## config.mk

```make
export PLATFORM = sky130hd
export DESIGN_NAME = lcd_timing_gen
export DESIGN_NICKNAME = d
export VERILOG_FILES = /design/src/rtl/lcd_timing_gen.sv
export SDC_FILE = /design/constraint.sdc
export NUM_CORES = 1
export LEC_CHECK = 0
export CORE_MARGIN = 2
export CORE_UTILIZATION = 58
export CTS_CLUSTER_DIAMETER = 150
export DETAILED_ROUTE_END_ITERATION = 7
export HOLD_SLACK_MARGIN = 0.12
export PLACE_DENSITY = 0.95
export SLEW_MARGIN = 20
export SYNTH_ARGS = -nofsm -noshare
export SYNTH_HDL_FRONTEND = slang
export SYNTH_SLANG_ARGS = --single-unit
```

## constraint.sdc

```tcl
create_clock -name PixelClk -period 6.3 [get_ports PixelClk]
set_clock_uncertainty 0.05 [all_clocks]
set_input_delay 1.26 -clock PixelClk [delete_from_list [all_inputs] [get_ports PixelClk]]
set_output_delay 1.26 -clock PixelClk [all_outputs]
set_load 0.03 [all_outputs]
```

## src/rtl/lcd_timing_gen.sv

```systemverilog
`default_nettype none
// ============================================================================
// Module  : lcd_timing_gen
// Purpose : RGB565 LCD timing generator with frame-latched test patterns.
// Revision: 1.0  initial release
// ============================================================================
module lcd_timing_gen #(
    parameter int   H_ACTIVE   = 800,
    parameter int   H_FP       = 210,
    parameter int   H_SYNC     = 1,
    parameter int   H_BP       = 182,
    parameter int   V_ACTIVE   = 480,
    parameter int   V_FP       = 45,
    parameter int   V_SYNC     = 5,
    parameter int   V_BP       = 0,
    parameter logic HS_POL     = 1'b0,
    parameter logic VS_POL     = 1'b0,
    parameter int   CHECK_LOG2 = 5,
    parameter int   CW         = 16
) (
    input  logic          PixelClk,
    input  logic          nRST,
    input  logic [1:0]    pattern_sel,
    input  logic [15:0]   solid_rgb,
    output logic          LCD_DE,
    output logic          LCD_HSYNC,
    output logic          LCD_VSYNC,
    output logic [4:0]    LCD_R,
    output logic [5:0]    LCD_G,
    output logic [4:0]    LCD_B,
    output logic [CW-1:0] pixel_x,
    output logic [CW-1:0] pixel_y,
    output logic          frame_start,
    output logic [15:0]   frame_count
);

    localparam int c_H_TOTAL = H_SYNC + H_BP + H_ACTIVE + H_FP;
    localparam int c_V_TOTAL = V_SYNC + V_BP + V_ACTIVE + V_FP;
    localparam int c_BAR_W   = H_ACTIVE / 8;

    localparam logic [CW-1:0] c_H_LAST      = CW'(c_H_TOTAL - 1);
    localparam logic [CW-1:0] c_V_LAST      = CW'(c_V_TOTAL - 1);
    localparam logic [CW-1:0] c_H_SYNC      = CW'(H_SYNC);
    localparam logic [CW-1:0] c_V_SYNC      = CW'(V_SYNC);
    localparam logic [CW-1:0] c_H_VIS_START = CW'(H_SYNC + H_BP);
    localparam logic [CW-1:0] c_H_VIS_END   = CW'(H_SYNC + H_BP + H_ACTIVE);
    localparam logic [CW-1:0] c_V_VIS_START = CW'(V_SYNC + V_BP);
    localparam logic [CW-1:0] c_V_VIS_END   = CW'(V_SYNC + V_BP + V_ACTIVE);

    generate
        if (H_ACTIVE < 8 || V_ACTIVE < 8) begin : g_bad_active
            $fatal(1, "lcd_timing_gen: H_ACTIVE and V_ACTIVE must be >= 8");
        end
        if (longint'(c_H_TOTAL) >= (longint'(1) << CW) ||
            longint'(c_V_TOTAL) >= (longint'(1) << CW)) begin : g_bad_total
            $fatal(1, "lcd_timing_gen: H_TOTAL/V_TOTAL do not fit in CW bits");
        end
    endgenerate

    logic [CW-1:0] r_h_cnt;
    logic [CW-1:0] r_v_cnt;
    logic [1:0]    r_pat;
    logic          r_run;

    logic          w_h_wrap;
    logic          w_v_wrap;
    logic          w_frame0;
    logic          w_hs_act;
    logic          w_vs_act;
    logic          w_h_vis;
    logic          w_v_vis;
    logic          w_de;
    logic [CW-1:0] w_x;
    logic [CW-1:0] w_y;
    logic [1:0]    w_pat;
    logic [2:0]    w_bar;
    logic [5:0]    w_gv;
    logic [15:0]   w_rgb;

    assign w_h_wrap = (r_h_cnt == c_H_LAST);
    assign w_v_wrap = (r_v_cnt == c_V_LAST);
    assign w_frame0 = (r_h_cnt == '0) && (r_v_cnt == '0);

    always_ff @(posedge PixelClk or negedge nRST) begin
        if (!nRST) begin
            r_h_cnt <= '0;
            r_v_cnt <= '0;
        end else if (w_h_wrap) begin
            r_h_cnt <= '0;
            r_v_cnt <= w_v_wrap ? '0 : r_v_cnt + CW'(1);
        end else begin
            r_h_cnt <= r_h_cnt + CW'(1);
        end
    end

    assign w_hs_act = (r_h_cnt < c_H_SYNC);
    assign w_vs_act = (r_v_cnt < c_V_SYNC);
    assign w_h_vis  = (r_h_cnt >= c_H_VIS_START) && (r_h_cnt < c_H_VIS_END);
    assign w_v_vis  = (r_v_cnt >= c_V_VIS_START) && (r_v_cnt < c_V_VIS_END);
    assign w_de     = w_h_vis && w_v_vis;
    assign w_x      = r_h_cnt - c_H_VIS_START;
    assign w_y      = r_v_cnt - c_V_VIS_START;

    // The first cycle of a frame already uses the newly captured selection.
    assign w_pat = w_frame0 ? pattern_sel : r_pat;

    always_ff @(posedge PixelClk or negedge nRST) begin
        if (!nRST) begin
            r_pat <= 2'd0;
            r_run <= 1'b0;
        end else begin
            r_run <= 1'b1;
            if (w_frame0) begin
                r_pat <= pattern_sel;
            end
        end
    end

    // Bar index by threshold compare; the last bar absorbs the remainder.
    always_comb begin
        w_bar = 3'd0;
        for (int k = 1; k < 8; k++) begin
            if (w_x >= CW'(k * c_BAR_W)) begin
                w_bar = 3'(k);
            end
        end
    end

    assign w_gv = w_x[7:2];

    always_comb begin
        w_rgb = 16'h0000;
        case (w_pat)
            2'd0:    w_rgb = {{5{~w_bar[1]}}, {6{~w_bar[2]}}, {5{~w_bar[0]}}};
            2'd1:    w_rgb = {w_gv[5:1], w_gv, w_gv[5:1]};
            2'd2:    w_rgb = (w_x[CHECK_LOG2] ^ w_y[CHECK_LOG2]) ? 16'hFFFF : 16'h0000;
            default: w_rgb = solid_rgb;
        endcase
    end

    always_ff @(posedge PixelClk or negedge nRST) begin
        if (!nRST) begin
            LCD_DE      <= 1'b0;
            LCD_HSYNC   <= ~HS_POL;
            LCD_VSYNC   <= ~VS_POL;
            LCD_R       <= 5'd0;
            LCD_G       <= 6'd0;
            LCD_B       <= 5'd0;
            pixel_x     <= '0;
            pixel_y     <= '0;
            frame_start <= 1'b0;
            frame_count <= 16'd0;
        end else begin
            LCD_DE      <= w_de;
            LCD_HSYNC   <= w_hs_act ? HS_POL : ~HS_POL;
            LCD_VSYNC   <= w_vs_act ? VS_POL : ~VS_POL;
            {LCD_R, LCD_G, LCD_B} <= w_de ? w_rgb : 16'h0000;
            pixel_x     <= w_de ? w_x : '0;
            pixel_y     <= w_de ? w_y : '0;
            frame_start <= w_frame0 && r_run;
            if (w_frame0 && r_run) begin
                frame_count <= frame_count + 16'd1;
            end
        end
    end

endmodule
`default_nettype wire

```

==> results.md <==
- The path category of the worst min-delay check is register to register.
- The share of the Yosys chip area taken by registers is 0.484.
- The pre-antenna-repair detailed-routing pass consisted of 6 iterations.
- Counting along the longest clock path gives a buffer depth of 2.
- A synthesized cell averages 9.74 um^2.
- Static timing analysis puts the maximum clock frequency at 301 MHz.
- The maximum level of the CTS H-tree is 3.
- The number of antenna diodes in the final layout is 0.
- The final clock period utilization by the worst path is 0.527.
- The DRC violation count after routing is 0.
- After legalization and detailed placement, the total HPWL measured 9420 um.
- The sequential cell area is 0.00258 mm^2.
- The run finished with clean final reports.
- At the pin with the least slew margin, the transition time is 1020 ps.
- In the global route stage, overall resource usage came out at 0.278.
- The fraction of registers with async set/reset is 1.00.
- The routability congestion estimate from global placement is 0.921.
- Counting both buffers and inverters, the worst setup path holds a total of 0.
- The initial antenna violation count is 0.
- The total CTS buffers is 9.
- The signal on the critical path passes through ha_1 -> a21o_1 -> nand3_1 -> nor4_1 -> o311ai_0 -> or4b_1 -> o211ai_2 -> a21oi_1.
- In this run the post-CTS setup repair buffer count came out at 0.
- After detailed routing, the number of vias per cell comes to 6.25.
- The global-route wire length before repair is 21,900 um.
- The total number of yosys warnings is 0.
- The initial cell density of the core is 0.605.
- In this run the horizontal extent of the chip is 99.8 um.
- After the first detailed-routing iteration, the DRC count stood at 534.
- The synthesized netlist cell count is 547.
- The analysis attributes to cell leakage a power of 2.81 nW.
- Counting instances in the post-synthesis netlist gives the leading cell types as sky130_fd_sc_hd__dfrtp_1 (101), sky130_fd_sc_hd__nor2_1 (63), sky130_fd_sc_hd__nand2_1 (41).
- The worst setup path is captured at a register.
- Setup violations remaining at the end of the flow were counted as 0.
- The cell sitting at the root of the clock tree is a sky130_fd_sc_hd__clkbuf_8.
- The maximum resistive drop on vdd is 0.000132 V.
- The most used flip-flop cell after synthesis is sky130_fd_sc_hd__dfrtp_1.
- STA classifies the critical path startpoint as a register.
- The cell with the largest stage delay on the worst path is sky130_fd_sc_hd__or4b_1.
- The filler cell count is 611.
- CTS saw 103 sinks.
- The number of endpoints with negative hold slack in the final report is 0.
- Pin placement for this block handled 88 I/O pins.
- The number of placement rows is 34.
- The tool flagged a number of max-cap violations equal to 0.
- In this run the worst path has a maximum fanout of 11.
- The required time at the endpoint of the critical path is 6510 ps.
- The number of hold buffers added after cts is 0.
- The number of synthesized flops with an enable pin is 0.
- In the post-synthesis netlist, the biggest area contributors are sky130_fd_sc_hd__dfrtp_1 (47%), sky130_fd_sc_hd__xnor2_1 (6.2%), sky130_fd_sc_hd__nor2_1 (4.4%).
- Relative to the synthesized area, the layout overhead comes to 19.9%.
- Data on the critical path arrives at its endpoint at 3530 ps.
- The number of routed nets with antenna violations is 0.
- The via count of the first global-routing pass is 4,366.
- The pin count of the biggest net entering global routing is 65.
- The clock transition time at the flip-flop clock pins of the worst setup and hold paths is 110 ps.
- The multi-input combinational cells in the finished layout cover a total of 0.00255 mm^2.
- The worst slew margin relative to its limit is 0.318.
- The overall overflow remaining after global route is 0.
- The clock tree from TritonCTS is done.
- The number of library cell types mapped by synthesis is 75.
- Of the post-synthesis cell area, the dominant cell type holds 0.474.
- The tightest hold path in the finished design has a slack of 430 ps.
- Power comes to 1.13 mW.
- Clock latency on the worst-skew pair, taken at its later pin, is 380 ps.
- After synthesis the cells add up to 0.00533 mm^2.
- The final number of max-transition violations came to 0.
- The post-synthesis cell type with the largest combined area is sky130_fd_sc_hd__dfrtp_1.
- After layout, the minimum clock period comes to 3320 ps.
- The area of the die is 0.00997 mm^2.
- The synthesis-stage register bit count is 103.
- For this block, the routed nets add up to 13,400 um of wire.
- In the final layout, the share of cells above drive strength 1 is 0.0679.
- Buffers placed on the I/O ports in this run total 87.
- Among all cell types in the netlist, the one instantiated most often is sky130_fd_sc_hd__dfrtp_1.
- Setup repair after global routing left no endpoint under its margin.
- The family with the most delay on the worst path is simple AND/OR/NAND/NOR gates.
- In this run, post-CTS repair resized a total of 0 instances.
- The routed wire length per instance is 18.4 um.
- The final instance area is 0.00639 mm^2.
- The vertical extent of the die is 99.8 um.
- The largest stage delay on the critical path is 580 ps.
- The critical path is of the register to register type.
- The routed via count is 4,541.
- The region available for standard cell placement spans 0.00881 mm^2.
- The cell area reported after detailed placement is 0.00619 mm^2.
- The power density normalized to cell area is 177 mW/mm^2.
- The post-layout net count is 643.
- Adding up every negative setup slack in the final design gives 0 ps.
[sequential cells by signal (all words and copies together), names as in the netlist]
name / count
r_pat: 2
LCD_R: 5
LCD_HSYNC: 1
r_run: 1
LCD_VSYNC: 1
pixel_y: 16
r_h_cnt: 16
frame_count: 16
frame_start: 1
pixel_x: 16
LCD_G: 6
LCD_DE: 1
r_v_cnt: 16
LCD_B: 5
[where the power goes]
part | internal [mW] | switching (mW) | leakage, nW
clock network | 0.189 | 0.240 | 0.102
registers | 0.663 | 0.00209 | 1.40
logic | 0.0159 | 0.0249 | 1.30
[cells in the final DEF, fill, tap and decap left out, drive strengths merged, types with 6 or more instances in the layout]
cell type,n
clkdlybuf4s50,86
or4,6
nor2,64
ha,8
xnor2,38
nand2,41
a21oi,33
nand4,14
xor2,17
nor3,15
inv,15
nand3,25
nor2b,6
nor4,11
clkbuf,9
a31oi,7
dfrtp,101
and3,9
o21ai,27
[path summary, 6_finish.rpt]
| path | depth (start not counted) | from | slack [ps] | endpoint |
|---|---|---|---|---|
| max in group asynchronous | 2 | nRST | 4180 | r_h_cnt[6]$_DFF_PN0_ |
| max reg2reg | 8 | r_h_cnt[0]$_DFF_PN0_ | 2980 | LCD_R[4]$_DFF_PN0_ |
| max | 8 | r_h_cnt[0]$_DFF_PN0_ | 2980 | LCD_R[4]$_DFF_PN0_ |
| min in group asynchronous | 1 | nRST | 790 | frame_count[12]$_DFFE_PN0P_ |
| min | 1 | frame_count[15]$_DFFE_PN0P_ | 430 | frame_count[15]$_DFFE_PN0P_ |
| min reg2reg | 1 | frame_count[15]$_DFFE_PN0P_ | 430 | frame_count[15]$_DFFE_PN0P_ |
[cell families (layout without fill, tap and decap cells)]
kind of cell | Yosys count | in the layout | synth area share
AO/OA/AOI/OAI | 105 | 105 | 0.129
other | 2 | 4 | 0.00141
flip-flops | 103 | 103 | 0.484
XOR/XNOR | 55 | 55 | 0.0904
AND/OR/NAND/NOR | 222 | 222 | 0.225
multiplexers | 6 | 6 | 0.0120
adder cells (fa/ha/maj) | 8 | 8 | 0.0188
buffers and inverters | 46 | 116 | 0.0392
[cell type report]
cell class / instances / area share
flip-flops and latches: 103 / 0.404
repair buffers: 89 / 0.138
multi-input cells: 400 / 0.398
inverters: 12 / 0.00705
clock buffers: 9 / 0.0194
clock inverters: 6 / 0.0119
well taps: 108 / 0.0211
[per-layer routing]
| metal | vias to the layer above | global-route usage | wire length [um] | part of all wire |
|---|---|---|---|---|
| met4 | 0 | 0.102 | 365 | 0.027 |
| met1 | 2207 | 0.382 | 5500 | 0.41 |
| li1 | 2064 | - | - | - |
| met3 | 43 | 0.0557 | 936 | 0.070 |
| met5 | - | 0 | 0 | 0 |
| met2 | 227 | 0.442 | 6560 | 0.49 |
[stage by stage]
stage                      util  cells  setup WS [ps]
after detailed placement  0.703    712           3030
after CTS                 0.726    727           3020
after floorplan               -    549           3580
after global routing      0.726    727           2670
after global placement    0.703    712           3160
final                     0.726    727           2980
No activity file was read; power rests on OpenSTA's default activity.
